`src/rtl/bram_arb_pkg.sv`:
```
// Shared definitions for the I/D block-RAM arbiter: port ids, response record
// and the address legality check used by both ports.
package bram_arb_pkg;

  localparam logic PORT_I = 1'b0;
  localparam logic PORT_D = 1'b1;

  localparam int unsigned ADDR_BITS   = 16;
  localparam int unsigned DATA_BITS   = 32;
  localparam int unsigned CONSEC_BITS = 4;

  typedef struct packed {
    logic valid;
    logic port;
    logic err;
  } resp_t;

  localparam resp_t RESP_IDLE = '{valid: 1'b0, port: PORT_I, err: 1'b0};

  // Misaligned word access or any address bit above the implemented RAM range.
  function automatic logic addr_err(input logic [ADDR_BITS-1:0] a,
                                    input int unsigned adr_width);
    logic [ADDR_BITS-1:0] hi_mask;
    hi_mask = {ADDR_BITS{1'b1}} << adr_width;
    return (a[1:0] != 2'b00) || ((a & hi_mask) != '0);
  endfunction

endpackage

```
`src/rtl/bram_arb_addr_chk.sv`:
```
// Per-port address check: flags accesses that must not reach the RAM.
module bram_arb_addr_chk
  import bram_arb_pkg::*;
#(
  parameter int unsigned ADR_WIDTH = 11
) (
  input  logic [15:0] a,
  output logic        err
);

  assign err = addr_err(a, ADR_WIDTH);

endmodule

```
`src/rtl/bram_arbiter.sv`:
```
// Shares one single-port block RAM between the I-fetch and load/store ports:
// D-priority arbitration with bounded I starvation, RAM mux, registered response.
module bram_arbiter
  import bram_arb_pkg::*;
#(
  parameter int unsigned ADR_WIDTH  = 11,
  parameter int unsigned MAX_CONSEC = 4
) (
  input  logic        sys_clk,
  input  logic        sys_rst_n,

  input  logic        i_req,
  input  logic        i_we,
  input  logic [15:0] i_a,
  input  logic [31:0] i_wdata,
  output logic        i_gnt,
  output logic        i_rvalid,
  output logic        i_rerr,
  output logic [31:0] i_rdata,

  input  logic        d_req,
  input  logic        d_we,
  input  logic [15:0] d_a,
  input  logic [31:0] d_wdata,
  output logic        d_gnt,
  output logic        d_rvalid,
  output logic        d_rerr,
  output logic [31:0] d_rdata,

  output logic [15:0] mem_a,
  output logic [31:0] mem_wdata,
  output logic        mem_we,
  input  logic [31:0] mem_rdata
);

  localparam logic [CONSEC_BITS-1:0] MAX_C = CONSEC_BITS'(MAX_CONSEC);

  logic [1:0][15:0]            port_a;
  logic [1:0]                  port_err;
  logic [CONSEC_BITS-1:0]      consec_reg;
  logic [CONSEC_BITS-1:0]      consec_next;
  resp_t                       resp_reg;
  resp_t                       resp_next;
  logic                        i_win;
  logic                        d_win;
  logic                        i_starved;

  assign port_a = {d_a, i_a};

  generate
    for (genvar gi = 0; gi < 2; gi++) begin : g_chk
      bram_arb_addr_chk #(
        .ADR_WIDTH(ADR_WIDTH)
      ) u_chk (
        .a   (port_a[gi]),
        .err (port_err[gi])
      );
    end
  endgenerate

  // I only overrides D once D has won MAX_CONSEC times in a row against it.
  assign i_starved = i_req && (consec_reg == MAX_C);

  always_comb begin
    i_win = 1'b0;
    d_win = 1'b0;
    if (sys_rst_n) begin
      if (d_req && !i_starved) begin
        d_win = 1'b1;
      end else if (i_req) begin
        i_win = 1'b1;
      end
    end
  end

  assign i_gnt = i_win;
  assign d_gnt = d_win;

  always_comb begin
    consec_next = '0;
    if (i_req && d_win) begin
      consec_next = consec_reg + CONSEC_BITS'(1);
    end
  end

  always_comb begin
    mem_a     = '0;
    mem_wdata = '0;
    mem_we    = 1'b0;
    resp_next = RESP_IDLE;
    if (d_win) begin
      mem_a     = d_a;
      mem_wdata = d_wdata;
      mem_we    = d_we && !port_err[PORT_D];
      resp_next = '{valid: 1'b1, port: PORT_D, err: port_err[PORT_D]};
    end else if (i_win) begin
      mem_a     = i_a;
      mem_wdata = i_wdata;
      mem_we    = i_we && !port_err[PORT_I];
      resp_next = '{valid: 1'b1, port: PORT_I, err: port_err[PORT_I]};
    end
  end

  always_ff @(posedge sys_clk or negedge sys_rst_n) begin
    if (!sys_rst_n) begin
      consec_reg <= '0;
      resp_reg   <= RESP_IDLE;
    end else begin
      consec_reg <= consec_next;
      resp_reg   <= resp_next;
    end
  end

  // The RAM's registered read data lines up with the response register.
  assign i_rvalid = resp_reg.valid && (resp_reg.port == PORT_I);
  assign i_rerr   = i_rvalid && resp_reg.err;
  assign i_rdata  = (i_rvalid && !resp_reg.err) ? mem_rdata : '0;

  assign d_rvalid = resp_reg.valid && (resp_reg.port == PORT_D);
  assign d_rerr   = d_rvalid && resp_reg.err;
  assign d_rdata  = (d_rvalid && !resp_reg.err) ? mem_rdata : '0;

endmodule

```
`config.mk`:
```
export PLATFORM = sky130hd
export DESIGN_NAME = bram_arbiter
export DESIGN_NICKNAME = d
export VERILOG_FILES = /design/src/rtl/bram_arb_pkg.sv /design/src/rtl/bram_arb_addr_chk.sv /design/src/rtl/bram_arbiter.sv
export SDC_FILE = /design/constraint.sdc
export NUM_CORES = 1
export LEC_CHECK = 0
export ABC_AREA = 1
export CORE_AREA = 2 2 99 101
export DETAILED_ROUTE_END_ITERATION = 8
export DIE_AREA = 0 0 101 103
export MAX_ROUTING_LAYER = met4
export PLACE_DENSITY_LB_ADDON = 0.2
export SLEW_MARGIN = 0
export SYNTH_ARGS = -nofsm -noshare
export SYNTH_HDL_FRONTEND = slang
export SYNTH_SLANG_ARGS = --single-unit
export TNS_END_PERCENT = 5
```
`constraint.sdc`:
```
create_clock -name sys_clk -period 3.85 [get_ports sys_clk]
set_input_delay 0.5775 -clock sys_clk [delete_from_list [all_inputs] [get_ports sys_clk]]
set_output_delay 0.5775 -clock sys_clk [all_outputs]
set_load 0.02 [all_outputs]
```
==> metrics.md <==
| Metric | Value |
|---|---|
| Initial cell density of the core | `15.7%` |
| Synth-to-Final Area Change | `178%` |
| Pwr dens | `148 nW/um2` |
| Via/cell ratio | `3.96` |
| Peak supply drop | `54.2 uV` |
| GR Util All Layers | `14.2%` |
| Req. time, crit path | `3270 ps` |
| Resized cells post-CTS | `0` |
| Critical R2R Capture | `consec_reg[0]` |
| CTS Buf Count | `3` |
| Sink of the worst hold path | `consec_reg[0]` |
| Initial antenna violation count | `0` |
| HPWL after detailed placement | `6790 um` |
| Clk Latency, worst-skew pair | `230 ps` |
| # rows | `36` |
| Syn Area/Cell | `4.64 um2` |
| First-pass GRT wire length | `11400 um` |
| Sequential share of power | `12.8%` |
| Least-Margin Pin Slew | `1020 ps` |
| Post-DRT Antenna Nets | `0` |
| Hold Crit Start | `consec_reg[0]` |
| DRT Pass-1 Iters | `4` |
| MaxCap Viol Count | `0` |
| Max_slew headroom | `32.1%` |
| Num ports | `253` |
| Most common cell after layout, fill and taps aside | `clkdlybuf4s50_1` |
| Final WL | `7870 um` |
| Fin cells | `678` |
| Tmin final | `3130 ps` |
| Die Y | `103 um` |
| Clk buf depth | `2` |
| Combinational Power Share | `70.0%` |
| Post-synthesis cell count | `320` |
| Final setup TNS | `0 ps` |
| Status | `finished clean` |
| Hold Path Class | `register to register` |
| Worst-path clk slew | `40 ps` |
| Sw Pwr | `223 uW` |
| Worst Skew | `5.65 ps` |
| Worst reg2reg startpoint | `consec_reg[0]` |
| GP Congestion | `0.773` |
| Hold path depth | `1` |
| Synth area leaders | `nand2_1 38%, nor2_1 19%, dfrtp_1 12%, inv_1 11%, nand2_2 4.2%` |
| Crit end category | `primary output` |
| DRT iter0 DRCs | `47` |
| Root Driver | `clkbuf_8` |
| Crit path from | `sys_rst_n` |
| LEAKAGE | `0.00194 uW` |
| Grt total ovfl | `0` |
| Crit start category | `input port` |
| Die width | `101 um` |
| Vias post-DR | `2686` |
| Ratio of cells with drive above 1 in the final layout | `3.72%` |
| Final Setup Violations | `0` |
| Core box area | `9460 um2` |
| Flop-to-flop setup slack | `2210 ps` |
| DRC viols | `0` |
| Die Area | `10400 um2` |
| # diodes | `0` |
| Switching share of total power | `36.5%` |
| CP arrival | `2550 ps` |
| Clock Sinks | `7` |
| CTS tree | `done` |
| Hold-fix buffers at CTS | `0` |
| Slew Limit Fails | `0` |
| Top cell type's share of synthesized area | `38.4%` |
| Largest register FFs | `4` |
| Fmax | `0.320 GHz` |
| Syn_nets | `456` |
| Crit Path Class | `input port to primary output` |
| Leading area contributor after synthesis | `nand2_1` |
| YS warnings | `0` |
| Final period util | `81.3%` |
| Worst-path maximum fanout | `30` |
| Synth Cell Area | `1480 um2` |
| Most frequent cells in the layout | `252 x clkdlybuf4s50_1, 152 x nand2_1, 76 x nor2_1` |
| Largest net degree at the start of global routing | `54` |
| Vias in the first global route | `2419` |
| RSZ-0062 raised after global routing | `false` |
| Placed cell count | `674` |
| Clock share of power | `17.2%` |
| PortBufs | `252` |
| Distinct cells, synth | `20` |
| H-tree levels | `1` |
| Pint | `388 uW` |
| Nets | `701` |
| Cells on worst reg2reg path | `10` |
| Post-CTS setup buffer count | `0` |
| Register area share after synthesis | `11.8%` |
| Pwr Total | `611 uW` |
| Minimum hold slack | `497 ps` |
| #FFs+latches synth | `7` |
| Routed WL per cell | `11.6 um` |
| Final hold vios | `0` |
==> power groups by stage <==
stage          Clock, uW  Sequential [uW]  Combinational [uW]
4_1_cts              107             78.1                 434
6_report             105             78.1                 428
3_3_place_gp           0             79.2                 430
3_5_place_dp           0             79.1                 432
5_1_grt              112             78.4                 460
2_1_floorplan          0             78.8                 160
==> critical path: stages <==
cell and delay, ps:
clkdlybuf4s50_1 460, buf_4 170, nand2_1 110, a21oi_4 130
buf_4 310, nand2_1 90, nand2_1 70, clkdlybuf4s50_1 630
==> synthesized netlist by cell type <==
master	count
nand2_1	152
nor2_1	76
inv_1	44
nand2_2	10
dfrtp_1	7
clkbuf_1	6
buf_2	5
buf_6	4
nor3_1	3
ha_1	2
nand4_1	2
a21oi_4	1
buf_8	1
inv_2	1
nand3_1	1
nor2_2	1
nor2_4	1
o21ai_0	1
xnor2_1	1
xor2_1	1
==> routing by layer <==
layer  GRT usage [%]  wire (um)
met1            13.4       2780
met2            28.9       4250
met3            2.51        727
met4            4.37        118
met5               -          0
==> logic make-up after synthesis <==
logic type	count (synthesis)	share of synthesized area (%)
and+or+nand+nor	246	65.3
DFF	7	11.8
adders and majority gates	2	1.69
AOI/OAI and AO/OA	2	1.43
buffers and inverters	61	18.6
xor gates and xnor gates	2	1.18
==> stage by stage <==
step	setup WS [ps]	area [um2]	utilization (%)
after floorplan	1810	1480	-
after global placement	669	4080	43.2
after detailed placement	638	4080	43.2
after CTS	642	4130	43.7
after global routing	580	4130	43.7
final	721	4130	43.7
==> area by class of cell <==
type	instances	area [um2]
multi-input combinational	252	1030
sequential	7	175
fill	988	5330
timing repair buffer	256	2560
clock buffer	4	45.0
inverter	45	169
tap	114	143
==> worst max path at each step <==
stage	end	slack (ps)	cells after the start
4_1_cts	mem_wdata[6]	640	8
3_3_place_gp	mem_wdata[6]	670	8
2_1_floorplan	mem_a[10]	1810	10
3_5_place_dp	mem_wdata[6]	640	8
6_report	mem_wdata[5]	720	8
5_1_grt	mem_wdata[20]	580	8
No activity file was read; power rests on OpenSTA's default activity.
